**config.mk**
```make
export PLATFORM = sky130hd
export DESIGN_NAME = mem_arbiter
export DESIGN_NICKNAME = d
export VERILOG_FILES = /design/src/rtl/mem_arbiter.sv
export SDC_FILE = /design/constraint.sdc
export NUM_CORES = 1
export LEC_CHECK = 0
export BUFFER_PORTS_ARGS = -buffer_cell sky130_fd_sc_hd__buf_2
export CORE_ASPECT_RATIO = 1.2
export CORE_MARGIN = 2
export CORE_UTILIZATION = 23
export DETAILED_ROUTE_END_ITERATION = 16
export SYNTH_ARGS = -nofsm -noshare
export SYNTH_HDL_FRONTEND = slang
export SYNTH_SLANG_ARGS = --single-unit
```
**constraint.sdc**
```tcl
create_clock -name clk -period 11.47 [get_ports clk]
set_clock_uncertainty 0.15 [all_clocks]
set_input_delay 2.294 -clock clk [delete_from_list [all_inputs] [get_ports clk]]
set_output_delay 2.294 -clock clk [all_outputs]
set_load 0.005 [all_outputs]
```
**src/rtl/mem_arbiter.sv**
```systemverilog
// rtl/mem_arbiter.sv - two-master round-robin arbiter onto a single-ported memory
module mem_arbiter #(
  parameter int AW  = 32,
  parameter int DW  = 32,
  parameter int OPW = 4
) (
  input  logic           clk,
  input  logic           rst,
  input  logic           m0_req_valid,
  output logic           m0_req_ready,
  input  logic [AW-1:0]  m0_addr,
  input  logic [OPW-1:0] m0_op,
  output logic           m0_resp_valid,
  input  logic           m0_resp_ready,
  output logic [DW-1:0]  m0_rdata,
  input  logic           m1_req_valid,
  output logic           m1_req_ready,
  input  logic           m1_wen,
  input  logic [AW-1:0]  m1_addr,
  input  logic [DW-1:0]  m1_wdata,
  input  logic [OPW-1:0] m1_op,
  output logic           m1_resp_valid,
  input  logic           m1_resp_ready,
  output logic [DW-1:0]  m1_rdata,
  output logic [AW-1:0]  mem_raddr,
  output logic [AW-1:0]  mem_waddr,
  output logic [DW-1:0]  mem_wdata,
  output logic [OPW-1:0] wdt_op,
  output logic           mem_ren,
  output logic           mem_wen,
  input  logic [DW-1:0]  mem_rdata,
  output logic           grant_id
);

  localparam logic [1:0] IDLE  = 2'd0;
  localparam logic [1:0] ISSUE = 2'd1;
  localparam logic [1:0] RESP  = 2'd2;

  logic [1:0]     state_q, state_d;
  logic           last_grant_q, last_grant_d;
  logic           grant_q, grant_d;
  logic [AW-1:0]  addr_q, addr_d;
  logic [DW-1:0]  wdata_q, wdata_d;
  logic [OPW-1:0] op_q, op_d;
  logic           wen_q, wen_d;
  logic [DW-1:0]  rdata_q, rdata_d;

  logic win;
  logic accept;
  logic resp_hs;
  logic in_idle, in_issue, in_resp;

  assign in_idle  = (state_q == IDLE);
  assign in_issue = (state_q == ISSUE);
  assign in_resp  = (state_q == RESP);

  // Round-robin pick: on contention the master not granted last wins; ready only in IDLE and never during reset
  always_comb begin
    win = 1'b0;
    if (m0_req_valid && m1_req_valid) begin
      win = ~last_grant_q;
    end else if (m1_req_valid) begin
      win = 1'b1;
    end
    m0_req_ready = ~rst & in_idle & m0_req_valid & ~win;
    m1_req_ready = ~rst & in_idle & m1_req_valid & win;
    accept       = m0_req_ready | m1_req_ready;
    resp_hs      = in_resp & (grant_q ? m1_resp_ready : m0_resp_ready);
  end

  // Next-state: latch the winner on acceptance, capture read data at the end of ISSUE, release on response handshake
  always_comb begin
    state_d      = state_q;
    last_grant_d = last_grant_q;
    grant_d      = grant_q;
    addr_d       = addr_q;
    wdata_d      = wdata_q;
    op_d         = op_q;
    wen_d        = wen_q;
    rdata_d      = rdata_q;
    case (state_q)
      IDLE: begin
        if (accept) begin
          state_d      = ISSUE;
          grant_d      = win;
          last_grant_d = win;
          addr_d       = win ? m1_addr : m0_addr;
          wdata_d      = win ? m1_wdata : '0;
          op_d         = win ? m1_op : m0_op;
          wen_d        = win & m1_wen;
        end
      end
      ISSUE: begin
        rdata_d = wen_q ? '0 : mem_rdata;
        state_d = RESP;
      end
      RESP: begin
        if (resp_hs) begin
          state_d = IDLE;
        end
      end
      default: state_d = IDLE;
    endcase
  end

  // State and transaction registers; reset clears everything and makes m0 win the first contention
  always_ff @(posedge clk or posedge rst) begin
    if (rst) begin
      state_q      <= IDLE;
      last_grant_q <= 1'b1;
      grant_q      <= 1'b0;
      addr_q       <= '0;
      wdata_q      <= '0;
      op_q         <= '0;
      wen_q        <= 1'b0;
      rdata_q      <= '0;
    end else begin
      state_q      <= state_d;
      last_grant_q <= last_grant_d;
      grant_q      <= grant_d;
      addr_q       <= addr_d;
      wdata_q      <= wdata_d;
      op_q         <= op_d;
      wen_q        <= wen_d;
      rdata_q      <= rdata_d;
    end
  end

  // Downstream strobes and fields are live only during the single ISSUE cycle
  always_comb begin
    mem_ren   = in_issue & ~wen_q;
    mem_wen   = in_issue & wen_q;
    mem_raddr = mem_ren ? addr_q : '0;
    mem_waddr = mem_wen ? addr_q : '0;
    mem_wdata = mem_wen ? wdata_q : '0;
    wdt_op    = in_issue ? op_q : '0;
  end

  // Response goes only to the granted master; the other sees zero data
  always_comb begin
    m0_resp_valid = in_resp & ~grant_q;
    m1_resp_valid = in_resp & grant_q;
    m0_rdata      = m0_resp_valid ? rdata_q : '0;
    m1_rdata      = m1_resp_valid ? rdata_q : '0;
    grant_id      = grant_q;
  end

endmodule
```
==> results.yml, run 1 <==
run_status:
  status: "finished clean"
global_routing:
  use_met1: 0.183
  overflow: 0
  track_usage: 0.147
  grt_pass1_vias: 4824
  use_met2: 0.255
  busiest_layer: "met2"
  grt_pass1_wl_um: 27700
  grt_max_degree: 70
  antenna_found_initial: 1
  grtUsageMet3: 0.0254
die:
  ioPinCount: 314
  core_sq_um: 22400
  std_cell_rows: 60
  dieArea_sq_um: 24100
  die_h_um: 170
  start_util: 0.234
  fp.dieW_um: 142
logic_synthesis:
  synth_area_sq_um: 5260
  synthMostInstantiatedCell: "dfrtp_1"
  synth_largest_area_cell: "dfrtp_1"
  synthArstFlopShare: 1.00
  avgSynthCellArea_sq_um: 10.9
  syn_nets: 626
  synthTopCellsByCount: "dfrtp_1 (104), and2_1 (101), a22o_1 (66)"
  synth_seq_cells: 105
  synth_area_leaders: "dfrtp_1 (49%), and2_1 (12%), a22o_1 (11%), and3_1 (7.6%), a2bb2oi_1 (6.0%)"
  yosysUniqueCellTypes: 28
  synth_seq_area_share: 0.500
  syn_inst: 483
  synth_flop_cell: "dfrtp_1"
  synth-edff-count: 0
  synth_top_area_share: 0.495
  ys_warn_count: 0
sta:
  tightest_slew_ps: 1110
  finalSetupViolations: 0
  fin_ws_ps: 5550
  min_period_over_period: 0.516
  fmax_ghz: 0.169
  period_minus_slack_ps: 5920
  hold_violations: 0
  timing.hold.ws_ps: 349
  final_max_slew_viol_count: 0
  slew_headroom: 0.263
  timing.setup.tns_ps: 0
  rsz0062_at_grt: "false"
final_layout:
  final_layout_size_suffix_gt1_frac: 0.457
  fin_nets: 906
  syn_to_final_growth_pct: 38.9
  final_cell_area_sq_um: 7310
  antenna_cells: 0
  post-route-util: 0.326
power_and_ir_drop:
  ir_drop_mv: 0.0826
  seqPwrFrac: 0.454
  p_sw_frac: 0.357
  p_per_area_nw_per_um2: 207
  pwr-share-comb: 0.348
  p_switching_w: 0.000541
  clockPowerShare: 0.198
  p_int_w: 0.000974
  leakagePower_nw: 4.09
critical_path:
  ff2ff_path_depth: 6
  cp.required_ps: 9030
  critPathKind: "in2out"
  critPathBufInv: 3
  cp_slowest_cell: "buf_4"
  critPathMaxStageDelay_ps: 410
  path_depth: 5
  start_kind: "input port"
  cp_top_family: "buffers and inverters"
  worstPathArrival_ps: 3480
  cpMostUsedCell: "buf_2"
  path_max_fanout: 40
  path_cells: "buf_2, nor3_4, buf_4, nor3b_1, buf_2"
  critical_path.endpoint_type: "output pin"
route:
  num_vias: 4899
  via_per_inst: 4.68
  antenna_left: 0
  drt-initial-drc-count: 229
  dr.pass1.iters: 6
  wl_per_cell_um: 17.4
  drc_errors: 0
  wl_um: 18200
clock_network:
  postCtsHoldBufs: 0
  cts_buffers: 9
  root_buffer: "clkbuf_16"
  cts_buffer_depth: 2
  cts_tree: "done"
  cts_sinks: 105
  clk_latency_ps: 340
  htree_levels: 3
  cts_setup_buffers: 0
  ctsResizeCount: 0
  clk_pin_slew_ps: 80
placement:
  pre_cts_slack_ps: 5550
  io_buffers: 313
  gp_congestion: 0.768
  dpl.hpwl_um: 12700
  dpl-instance-area_sq_um: 7030
hold_path:
  hp-class: "reg2reg"
  timing.hold.worst_path_depth: 1
job:
  drv_cap: 0
==> cell type report <==
class                   instances  area [sq um]
multi-input cells             319          2380
repair buffers                324          1650
inverters                       4          17.5
fillers                      2305         15100
flip-flops and latches        105          2630
well taps                     279           349
clock inverters                 5          38.8
clock buffers                  11           243
==> cells by family after synthesis <==
family,Yosys count,share of synthesized area
simple gates,176,0.211
compound gates,142,0.236
flops,105,0.500
buf+inv,59,0.0514
mux,1,0.00214
==> metal layers <==
metal,part of all wire,vias to the layer above
met5,0.00072,-
met4,0.021,2
met3,0.045,26
met2,0.51,165
met1,0.42,2350
li1,-,2356
==> power groups by stage <==
stage / Sequential, W / Combinational [W] / Clock (W)
after floorplan: 0.000613 / 0.000387 / 0
after global placement: 0.000693 / 0.000530 / 0
after detailed placement: 0.000690 / 0.000541 / 0
after CTS: 0.000689 / 0.000540 / 0.000316
after global routing: 0.000721 / 0.000588 / 0.000332
final: 0.000688 / 0.000528 / 0.000299
==> sequential cells by signal, indices dropped and copies added, names as in the netlist <==
| name | flops |
|---|---|
| addr_q | 32 |
| rdata_q | 32 |
| wdata_q | 32 |
| op_q | 4 |
| state_q | 2 |
| grant_id | 1 |
| last_grant_q | 1 |
| wen_q | 1 |
==> cells in the final DEF (no fill, tap or decap), drive strengths merged, types with 2 or more instances in the layout <==
cell,netlist,routed
nor2,3,3
dfrtp,104,104
a22o,66,66
clkinv,0,2
o32ai,36,36
and3,64,64
nand2b,2,2
and2,101,101
buf,16,324
inv,4,6
o21ai,2,2
a2bb2oi,36,36
clkbuf,39,11
==> stage by stage <==
step | power, W | instances
global placement | 0.00122 | 1031
floorplan | 0.00100 | 483
CTS | 0.00155 | 1047
detailed placement | 0.00123 | 1031
global route | 0.00164 | 1047
finish | 0.00152 | 1047
==> worst reg2reg max path: stages (launching register included) <==
cell and delay (ps):
dfrtp_1 460, nor3_4 200, buf_4 410, o21ai_2 110, buf_4 260, inv_2 540, a2bb2oi_1 230
==> final timing paths <==
check / startpoint / end / slack [ps]
max: rst / m0_req_ready / 5550
min: wdata_q[27] / wdata_q[27] / 350
max reg2reg: state_q[0] / addr_q[4] / 9020
min reg2reg: wdata_q[27] / wdata_q[27] / 350
max in group asynchronous: rst / addr_q[7] / 8020
min in group asynchronous: rst / addr_q[17] / 1950
No activity file was read; power rests on OpenSTA's default activity.
==> inputs of run 2 (changes only) <==
Clock period 11.47 ns to 5.3 ns, I/O delays scaled along.
==> results.yml, run 2 (same netlist as run 1, synthesis figures left out) <==
run_status:
  status: "finished clean"
final_layout:
  final_layout_size_suffix_gt1_frac: 0.455
  layout_commonest_cell: "buf_2"
  syn_to_final_growth_pct: 39.5
  reg_top3: "addr_q (32), rdata_q (32), wdata_q (32)"
  instances_no_fill: 1046
  regArea_sq_um: 2630
  post-route-util: 0.327
  mostFrequentLayoutCells: "buf_2 (313), dfrtp_1 (103), and2_1 (101), a22o_1 (66), and3_1 (64)"
  antenna_cells: 0
  fill_cells: 2326
  multi_input_area_sq_um: 2380
  fin_nets: 905
critical_path:
  ff2ff_path_depth: 6
  rrSetupSlack_ps: 2800
  r2r-end: "op_q[2]"
  critPathMaxStageDelay_ps: 790
  cp_top_family: "simple AND/OR/NAND/NOR gates"
  critPathKind: "reg2out"
  path_max_fanout: 67
  cp_slowest_cell: "dfrtp_2"
  cp.required_ps: 4090
  path_cells: "nor2_4, and2_1, buf_2"
  critPathBufInv: 1
  start_kind: "flop"
  regToRegStartpoint: "state_q[0]"
  critical_path.endpoint_type: "output pin"
  worstPathArrival_ps: 2230
global_routing:
  use_met1: 0.193
  busiest_layer: "met2"
  grtUsageMet3: 0.0217
  overflow: 0
  antenna_found_initial: 0
  grt_pass1_wl_um: 28000
  grt_max_degree: 71
  track_usage: 0.150
  use_met2: 0.252
  grt_pass1_vias: 4770
route:
  wl_per_cell_um: 17.8
  antenna_left: 0
  drc_errors: 0
  num_vias: 4934
  wl_um: 18600
  drt-initial-drc-count: 284
  dr.pass1.iters: 6
  via_per_inst: 4.72
placement:
  place_inst: 1030
  dpl.hpwl_um: 12900
  pre_cts_slack_ps: 1970
  io_buffers: 313
  gp_congestion: 0.753
sta:
  final_max_slew_viol_count: 0
  tightest_slew_ps: 1090
  fmax_ghz: 0.291
  finalSetupViolations: 0
  rsz0062_at_grt: "false"
  period_minus_slack_ps: 3440
  timing.hold.ws_ps: 352
  timing.setup.tns_ps: 0
  hold_violations: 0
  fin_ws_ps: 1860
  min_period_over_period: 0.649
  slew_headroom: 0.274
power_and_ir_drop:
  ir_drop_mv: 0.162
  leakagePower_nw: 4.10
  p_per_area_nw_per_um2: 461
die:
  die_h_um: 170
  ioPinCount: 314
  dieArea_sq_um: 24100
  start_util: 0.234
  core_sq_um: 22400
  fp.dieW_um: 142
  std_cell_rows: 60
clock_network:
  cts_buffer_depth: 2
  clk_pin_slew_ps: 70
  postCtsHoldBufs: 0
  clk_latency_ps: 340
  htree_levels: 3
  cts_buffers: 9
  cts_sinks: 105
  ctsResizeCount: 0
  cts_tree: "done"
  cts_setup_buffers: 0
  root_buffer: "clkbuf_16"
job:
  drv_cap: 0
hold_path:
  worstHoldStart: "wdata_q[3]"
  timing.hold.worst_path_depth: 1
  hp-class: "reg2reg"
  hold_end: "wdata_q[3]"
run 2: cell count changes in the layout (fill, tap and decap cells not counted):
| cell | previous run | this run |
|---|---|---|
| clkbuf_1 | 1 | 2 |
| clkinv_2 | 1 | 0 |
| buf_4 | 11 | 10 |
| inv_6 | 2 | 0 |
| bufinv_16 | 0 | 2 |
run 2: per-layer routing:
layer | up-vias | share of wire | wire length, um
li1 | 2356 | - | -
met1 | 2388 | 0.43 | 7960
met2 | 164 | 0.50 | 9300
met3 | 26 | 0.046 | 849
met4 | 0 | 0.025 | 460
met5 | - | 0 | 0
run 2: area by class of cell:
type	count	area share
Tap cell	279	0.0475
Inverter	4	0.00239
Clock inverter	4	0.0104
Multi-Input combinational cell	319	0.324
Clock buffer	12	0.0336
Timing Repair Buffer	323	0.224
Sequential cell	105	0.358
run 2: stage by stage:
step                cell area [sq um]  total power (W)
floorplan                        5260          0.00216
CTS                              7340          0.00344
finish                           7340          0.00338
global route                     7340          0.00364
global placement                 7020          0.00266
detailed placement               7020          0.00267
run 2: where the power goes:
group	leakage, nW	total (W)	switching, W	internal (W)
Clock	0.153	0.000735	0.000306	0.000429
Combinational	2.68	0.00115	0.000543	0.000608
Sequential	1.27	0.00150	0.000332	0.00116
Total	4.10	0.00338	0.00118	0.00220
run 2: how the worst max path moves through the flow:
stage | start | endpoint | slack, ps | cells after the start
final | wen_q | mem_raddr[17] | 1860 | 3
after floorplan | rst | addr_q[0] | 1330 | 1
after global placement | m1_req_valid | m1_req_ready | 1990 | 5
after CTS | wen_q | mem_raddr[12] | 1800 | 3
after detailed placement | m1_req_valid | m1_req_ready | 1970 | 5
after global routing | wen_q | mem_raddr[20] | 1640 | 3
